===== src/rtl/mem_pkg.sv =====
// Shared definitions for the two-port memory arbiter.
//   MEM_ADDR_W / MEM_DATA_W : default address and data widths
//   state_t                 : arbiter FSM state encoding
package mem_pkg;

  localparam int MEM_ADDR_W = 6;
  localparam int MEM_DATA_W = 8;

  typedef enum logic [1:0] {
    IDLE   = 2'd0,
    ACCESS = 2'd1,
    RDWAIT = 2'd2
  } state_t;

endpackage


===== src/rtl/rr_pick2.sv =====
// Two-requester round-robin winner selection (purely combinational).
// Ports:
//   req      : request vector, bit 0 = CPU, bit 1 = loader/debug
//   last_gnt : port that received the most recent grant
//   winner   : selected port index (meaningful only when req != 0)
module rr_pick2 (
  input  logic [1:0] req,
  input  logic       last_gnt,
  output logic       winner
);

  always_comb begin
    winner = 1'b0;
    case (req)
      2'b01:   winner = 1'b0;
      2'b10:   winner = 1'b1;
      // Tie: the port that did not win last time goes first.
      2'b11:   winner = ~last_gnt;
      default: winner = 1'b0;
    endcase
  end

endmodule


===== src/rtl/mem_arbiter.sv =====
// Two-port single-memory arbiter with round-robin fairness.
// Port 0 is the CPU, port 1 the loader/debug port. A request seen in IDLE
// produces, one cycle later, a one-cycle gnt pulse together with the memory
// strobe, address and write data (ACCESS). Reads then spend one cycle in
// RDWAIT while the memory returns data, and rvalid/rdata appear the cycle
// after that. All outputs are registered.
// Ports:
//   clk, reset                 : clock (rising edge), async active-high reset
//   req_p, we_p, addr_p,
//   wdata_p (p = 0,1)          : requester inputs, held stable until granted
//   gnt_p, rvalid_p, rdata_p   : accept pulse, read-valid pulse, read data
//   rd_mem, wr_mem             : memory strobes (only during ACCESS)
//   adr_bus, data_bus_out      : memory address / write data (only in ACCESS)
//   data_bus_in                : memory read data, valid the cycle after rd_mem
module mem_arbiter
  import mem_pkg::*;
#(
  parameter int ADDR_W = MEM_ADDR_W,
  parameter int DATA_W = MEM_DATA_W
) (
  input  logic              clk,
  input  logic              reset,
  input  logic              req_0,
  input  logic              we_0,
  input  logic [ADDR_W-1:0] addr_0,
  input  logic [DATA_W-1:0] wdata_0,
  input  logic              req_1,
  input  logic              we_1,
  input  logic [ADDR_W-1:0] addr_1,
  input  logic [DATA_W-1:0] wdata_1,
  output logic              gnt_0,
  output logic              gnt_1,
  output logic              rvalid_0,
  output logic              rvalid_1,
  output logic [DATA_W-1:0] rdata_0,
  output logic [DATA_W-1:0] rdata_1,
  output logic              rd_mem,
  output logic              wr_mem,
  output logic [ADDR_W-1:0] adr_bus,
  output logic [DATA_W-1:0] data_bus_out,
  input  logic [DATA_W-1:0] data_bus_in
);

  state_t            state_q,    state_d;
  logic              last_gnt_q, last_gnt_d;
  logic              win_q,      win_d;
  logic              we_q,       we_d;
  logic [1:0]        gnt_q,      gnt_d;
  logic [1:0]        rvalid_q,   rvalid_d;
  logic [DATA_W-1:0] rdata0_q,   rdata0_d;
  logic [DATA_W-1:0] rdata1_q,   rdata1_d;
  logic              rd_q,       rd_d;
  logic              wr_q,       wr_d;
  logic [ADDR_W-1:0] adr_q,      adr_d;
  logic [DATA_W-1:0] dout_q,     dout_d;

  logic [1:0]        req_vec;
  logic              winner;
  logic              win_we;
  logic [ADDR_W-1:0] win_addr;
  logic [DATA_W-1:0] win_wdata;

  assign req_vec = {req_1, req_0};

  rr_pick2 u_pick (
    .req      (req_vec),
    .last_gnt (last_gnt_q),
    .winner   (winner)
  );

  assign win_we    = winner ? we_1    : we_0;
  assign win_addr  = winner ? addr_1  : addr_0;
  assign win_wdata = winner ? wdata_1 : wdata_0;

  // The address/data output registers double as the latched request: they
  // are loaded on the grant edge, so they hold the winner's values exactly
  // for the ACCESS cycle and fall back to zero afterwards.
  always_comb begin
    state_d    = state_q;
    last_gnt_d = last_gnt_q;
    win_d      = win_q;
    we_d       = we_q;
    gnt_d      = '0;
    rvalid_d   = '0;
    rdata0_d   = rdata0_q;
    rdata1_d   = rdata1_q;
    rd_d       = 1'b0;
    wr_d       = 1'b0;
    adr_d      = '0;
    dout_d     = '0;

    case (state_q)
      IDLE: begin
        if (|req_vec) begin
          state_d       = ACCESS;
          win_d         = winner;
          last_gnt_d    = winner;
          we_d          = win_we;
          gnt_d[winner] = 1'b1;
          wr_d          = win_we;
          rd_d          = ~win_we;
          adr_d         = win_addr;
          dout_d        = win_we ? win_wdata : '0;
        end
      end
      ACCESS: begin
        state_d = we_q ? IDLE : RDWAIT;
      end
      RDWAIT: begin
        state_d         = IDLE;
        rvalid_d[win_q] = 1'b1;
        if (win_q) rdata1_d = data_bus_in;
        else       rdata0_d = data_bus_in;
      end
      default: begin
        state_d = IDLE;
      end
    endcase
  end

  always_ff @(posedge clk or posedge reset) begin
    if (reset) begin
      state_q    <= IDLE;
      last_gnt_q <= 1'b1;
      win_q      <= 1'b0;
      we_q       <= 1'b0;
      gnt_q      <= '0;
      rvalid_q   <= '0;
      rdata0_q   <= '0;
      rdata1_q   <= '0;
      rd_q       <= 1'b0;
      wr_q       <= 1'b0;
      adr_q      <= '0;
      dout_q     <= '0;
    end else begin
      state_q    <= state_d;
      last_gnt_q <= last_gnt_d;
      win_q      <= win_d;
      we_q       <= we_d;
      gnt_q      <= gnt_d;
      rvalid_q   <= rvalid_d;
      rdata0_q   <= rdata0_d;
      rdata1_q   <= rdata1_d;
      rd_q       <= rd_d;
      wr_q       <= wr_d;
      adr_q      <= adr_d;
      dout_q     <= dout_d;
    end
  end

  assign gnt_0        = gnt_q[0];
  assign gnt_1        = gnt_q[1];
  assign rvalid_0     = rvalid_q[0];
  assign rvalid_1     = rvalid_q[1];
  assign rdata_0      = rdata0_q;
  assign rdata_1      = rdata1_q;
  assign rd_mem       = rd_q;
  assign wr_mem       = wr_q;
  assign adr_bus      = adr_q;
  assign data_bus_out = dout_q;

endmodule


===== config.mk =====
export PLATFORM = sky130hd
export DESIGN_NAME = mem_arbiter
export DESIGN_NICKNAME = d
export VERILOG_FILES = /design/src/rtl/mem_pkg.sv /design/src/rtl/rr_pick2.sv /design/src/rtl/mem_arbiter.sv
export SDC_FILE = /design/constraint.sdc
export NUM_CORES = 1
export LEC_CHECK = 0
export BUFFER_PORTS_ARGS = -buffer_cell sky130_fd_sc_hd__buf_4
export CAP_MARGIN = 10
export CORE_AREA = 2 2 43 84
export CTS_BUF_LIST = sky130_fd_sc_hd__clkbuf_4 sky130_fd_sc_hd__clkbuf_8
export DETAILED_ROUTE_END_ITERATION = 8
export DIE_AREA = 0 0 45 86
export GPL_TIMING_DRIVEN = 0
export PLACE_DENSITY = 0.83
export SETUP_SLACK_MARGIN = 0.05
export SYNTH_ARGS = -nofsm -noshare
export SYNTH_HDL_FRONTEND = slang
export SYNTH_SLANG_ARGS = --single-unit

===== constraint.sdc =====
create_clock -name clk -period 3.6 [get_ports clk]
set_clock_uncertainty 0.1 [all_clocks]
set_input_delay 0.18 -clock clk [delete_from_list [all_inputs] [get_ports clk]]
set_output_delay 0.18 -clock clk [all_outputs]
set_load 0.03 [all_outputs]

# Word-level counts from Yosys, hierarchy flattened

Cells that the tools add are included.

Add/sub/neg operators: 0
$mul: 0
Div/mod/pow operators: 0
$lt $le $gt $ge: 4
Equal/unequal tests: 5
Shifts and indexed selects: 0
Mux-type cells: 23
Bitwise logic cells: 3
Reduce and logical (&&, ||, !) cells: 7

Operators by type and width:

| kind                 | number |
|---|---|
| $mux W8              | 4 |
| $mux W6              | 3 |
| $mux W2              | 5 |
| $mux W1              | 7 |
| $eq A2 B2 Y1 const B | 3 |
| $reduce_and A2 Y1    | 3 |
| $lt A1 B2 Y1 const B | 2 |
| $pmux W2 S2          | 1 |
| $not A1 Y1           | 3 |
| $demux W1 S1         | 2 |
| $eq A2 B1 Y1 const B | 1 |
| $ge A1 B1 Y1 const B | 2 |
| $logic_and A1 B1 Y1  | 2 |
| $logic_not A2 Y1     | 1 |
| $ne A2 B2 Y1 const B | 1 |
| $pmux W1 S2          | 1 |
| $reduce_or A2 Y1     | 1 |

Register bits: 41
Latch bits: 0
Memory bits (writable): 0
Bits in read-only memories: 0
Input bits: 42
Output and inout bits: 36
Word-level logic and storage cells: 54
Memories kept: 0

# Longest topological paths before layout

Depth after elaboration: 8
Mapped depth: 6
Depth with buffers taken out: 3

# By module

A second synthesis with hierarchy kept.

Cell total of the unflattened synthesis: 118
Area total of the unflattened synthesis: 1,600.3 µm²

Modules (own cells, without submodules):

| module      | times used | cells each | area each (µm²) | seq. area each (µm²) |
|---|---|---|---|---|
| mem_arbiter | 1          | 117        | 1,589.0         | 1,027.2 |
| rr_pick2    | 1          | 1          | 11.3            | 0.0 |

# Least setup slack after synthesis

No wires, ideal clock.

Path kind: register to register
From: register state_q[1]
To: register rdata0_q[0], in the netlist rdata_0[0]
Setup time: 125 ps
Arrival time: 1,205 ps
Data required time: 3,375 ps
Setup slack: 2,171 ps
Stages on the path, launching flop included: 5
Path buffers: 2
Period minus slack after synthesis: 1,429 ps
Cells stage by stage: dfrtp_1 buf_2 nor3b_1 buf_2 mux2_2

Cells in the longest elaborated chain, start to end: 2

Ends and longest elaborated chain:

| what                        | line               | text |
|---|---|---|
| from (decl)                 | mem_arbiter.sv:44  | `state_t state_q, state_d;` |
| from (signal assigned)      | mem_arbiter.sv:136 | `state_q <= state_d;` |
| $eq A2 B2 Y1                | mem_arbiter.sv:92  | `case (state_q)` |
| $reduce_and A2 Y1 (no line) | --                 |  |
| to (signal assigned)        | mem_arbiter.sv:142 | `rdata0_q <= rdata0_d;` |
| to (decl)                   | mem_arbiter.sv:50  | `logic [DATA_W-1:0] rdata0_q, rdata0_d;` |

Every way passes these cells.
A chain may end at the register's enable or synchronous reset.

# Worst setup path in the final report

From: register state_q[1]
To: register adr_q[0], in the netlist adr_bus[0]

Cells in the longest elaborated chain, start to end: 2

Ends and longest elaborated chain:

| what                 | line               | text |
|---|---|---|
| $logic_not A2 Y1     | mem_arbiter.sv:92  |  |
| $mux W6              | mem_arbiter.sv:92  |  |
| net adr_d[0]         | mem_arbiter.sv:54  | `logic [ADDR_W-1:0] adr_q, adr_d;` |
| to (signal assigned) | mem_arbiter.sv:146 | `adr_q <= adr_d;` |
| to (decl)            | mem_arbiter.sv:54  |  |

The timed path passes the listed nets, and every way through them passes these cells.

==> metrics <==
Syn Area/Cell 16.0 µm²; yosys warns 0; Power, Total 1.96 mW; most common cell after layout, fill and taps aside buf_4; fraction of layout cells with a size suffix above 1 0.597; Reg clk slew, reported paths ~80 ps; vias post-DR 1,160; Worst path most repeated cell buf_6; Max-cap violations 0; Bufs on Longest Clock Path 2; Top delay family on crit path buffers and inverters; dpl hpwl 2.96 mm; worst min path class in -> reg; Die H 86 µm; pin count of the biggest net entering global routing 42; vias in the first global route 1,263; CTS buffer count 5; Max IR drop VDD 0.433 mV; area added between synthesis and finish 49.2%; #FFs+latches synth 41; CP required 3680 ps; PD cells about 860 nW/µm²; worst-margin pin slew ~830 ps; Final setup viols 0; initial antenna violation count 0; max-slew violation count 0; Tmin final 1970 ps; setup ws final 1630 ps; max incr delay on CP 550 ps; max_slew headroom 0.449; CP Class reg -> reg; fmax slightly above 500 MHz; Fillers 223; Tcrit/Tclk final 0.548; Netlist cell types 22; clock sinks 41; most frequent cells in the layout buf_4 (76), dfrtp_1 (40), mux2_2 (16); sequential-to-total area share from yosys stat 0.669; GR Util All Layers 0.223; crit path buf inv count 4; DRT Wirelength 3.93 mm; WL/cell about 18 µm; worst-skew pair later-pin latency 290 ps; Mapped Nets approximately 140; Post-Syn Instances 96; H-tree depth 2; crit-path max FO 10; root buffer cell clkbuf_8; DRT antenna net count 0; Post-Syn Area 1540 µm²; critical path cell sequence buf_2, nor2_2, and3_1, buf_6, buf_6, a22o_1, dlygate4sd3_1; number of remaining DRC errors 0; Avg Vias per Cell 5.35; DIE AREA 3870 µm²; worst endpoint data arrival time about 2100 ps; status complete, no violations; P_leak between 1 and 1.5 nW; RSZ-0062 raised after global routing no; Initial Util 0.481; setup_tns 0 ps; Final nets roughly 230; RePlAce Congestion 0.704; gr ovfl total 0; CTS tree done; Iter 0 DRT Violations 25; CP Launch Type flip-flop; core area roughly 3200 µm²; Layout Utilization 0.718; CP max-delay cell dlygate4sd3_1; CP Capture Type flip-flop; first-pass GRT wire length 6.02 mm; Die X 45 µm; drt first pass iters 6; final hold viol count 0; Placement Rows 29; I/O pin cnt between 70 and 80; IO Port Bufs 76; antenna cell count 0; Post-CTS Setup Bufs 0; pre-CTS setup slack roughly 2000 ps
-- cells in the mapped netlist --
cell type	count	area (µm²)
o21ai_1	1	5.00
inv_1	4	15.0
a32o_1	8	80.1
a21bo_2	1	10.0
mux2_2	16	180
nor4b_4	1	23.8
buf_2	2	10.0
nor3b_1	2	15.0
nand3b_2	1	11.3
dfstp_2	1	26.3
mux2i_1	2	20.0
buf_6	2	22.5
clkbuf_1	1	3.75
nor2b_1	1	6.26
a22o_1	6	52.6
a21o_1	2	15.0
nand2b_1	1	6.26
nor3_4	1	16.3
and3_1	1	6.26
nor2_1	1	3.75
dfrtp_1	40	1000
nor2_2	1	6.26
-- per-stage QoR --
step | std cells | instance area, µm² | hold slack (ps)
global route | 217 | 2290 | 0.797
detailed placement | 203 | 2150 | 299
finish | 217 | 2290 | 6.67
global placement | 203 | 2150 | 297
floorplan | 96 | 1540 | 213
CTS | 214 | 2260 | 1.06
-- registers in the layout (all words and copies together), names as in the netlist --
name,cells
state_q,2
wr_mem,1
we_q,1
rvalid_q,2
rdata_1,8
last_gnt_q,1
rd_mem,1
win_q,1
rdata_0,8
gnt_q,2
data_bus_out,8
adr_bus,6
-- final timing paths --
path / from / end / slack, ps / depth (start not counted)
setup / recovery: state_q[1] / adr_bus[0] / 1630 / 7
hold / removal: wdata_1[0] / data_bus_out[0] / 7 / 2
setup reg to reg: state_q[1] / adr_bus[0] / 1630 / 7
hold reg to reg: we_q / state_q[1] / 350 / 1
max in group asynchronous: reset / data_bus_out[1] / 2330 / 3
min in group asynchronous: reset / rdata_0[5] / 550 / 3
-- per-layer routing --
layer | global-route usage | share of wire | vias up
met5 | 0 | 0 | -
met4 | 0.136 | 0.022 | 0
met3 | 0.0400 | 0.049 | 6
met2 | 0.414 | 0.63 | 53
met1 | 0.204 | 0.30 | 576
li1 | - | - | 525
-- logic make-up after synthesis --
kind of cell,after synthesis,share of synthesized area
flip-flops,41,0.669
AO/OA/AOI/OAI,18,0.106
multiplexers,18,0.130
AND/OR/NAND/NOR,10,0.0619
buffers and inverters,9,0.0334
-- where the power goes --
group	switching, mW	internal (mW)
combinational	0.533	0.405
sequential	0.0946	0.643
clock	0.154	0.134
-- timing repair --
| item | in CTS | in global routing |
|---|---|---|
| resized for setup | 0 | 0 |
| hold buffers | 3 | 3 |
| hold endpoints to repair | 42 | 2 |
-- layout make-up --
class                           count  area [µm²]  share of cell area
Clock buffer                        5        68.8              0.0300
Tap cell                           31        38.8              0.0169
Timing Repair Buffer               82         631               0.275
Sequential cell                    41        1030               0.448
Clock inverter                      3        17.5             0.00764
Inverter                            4        15.0             0.00655
Buffer                              5        36.3              0.0158
Multi-Input combinational cell     46         458               0.200
(Power assumes the default switching activity.)
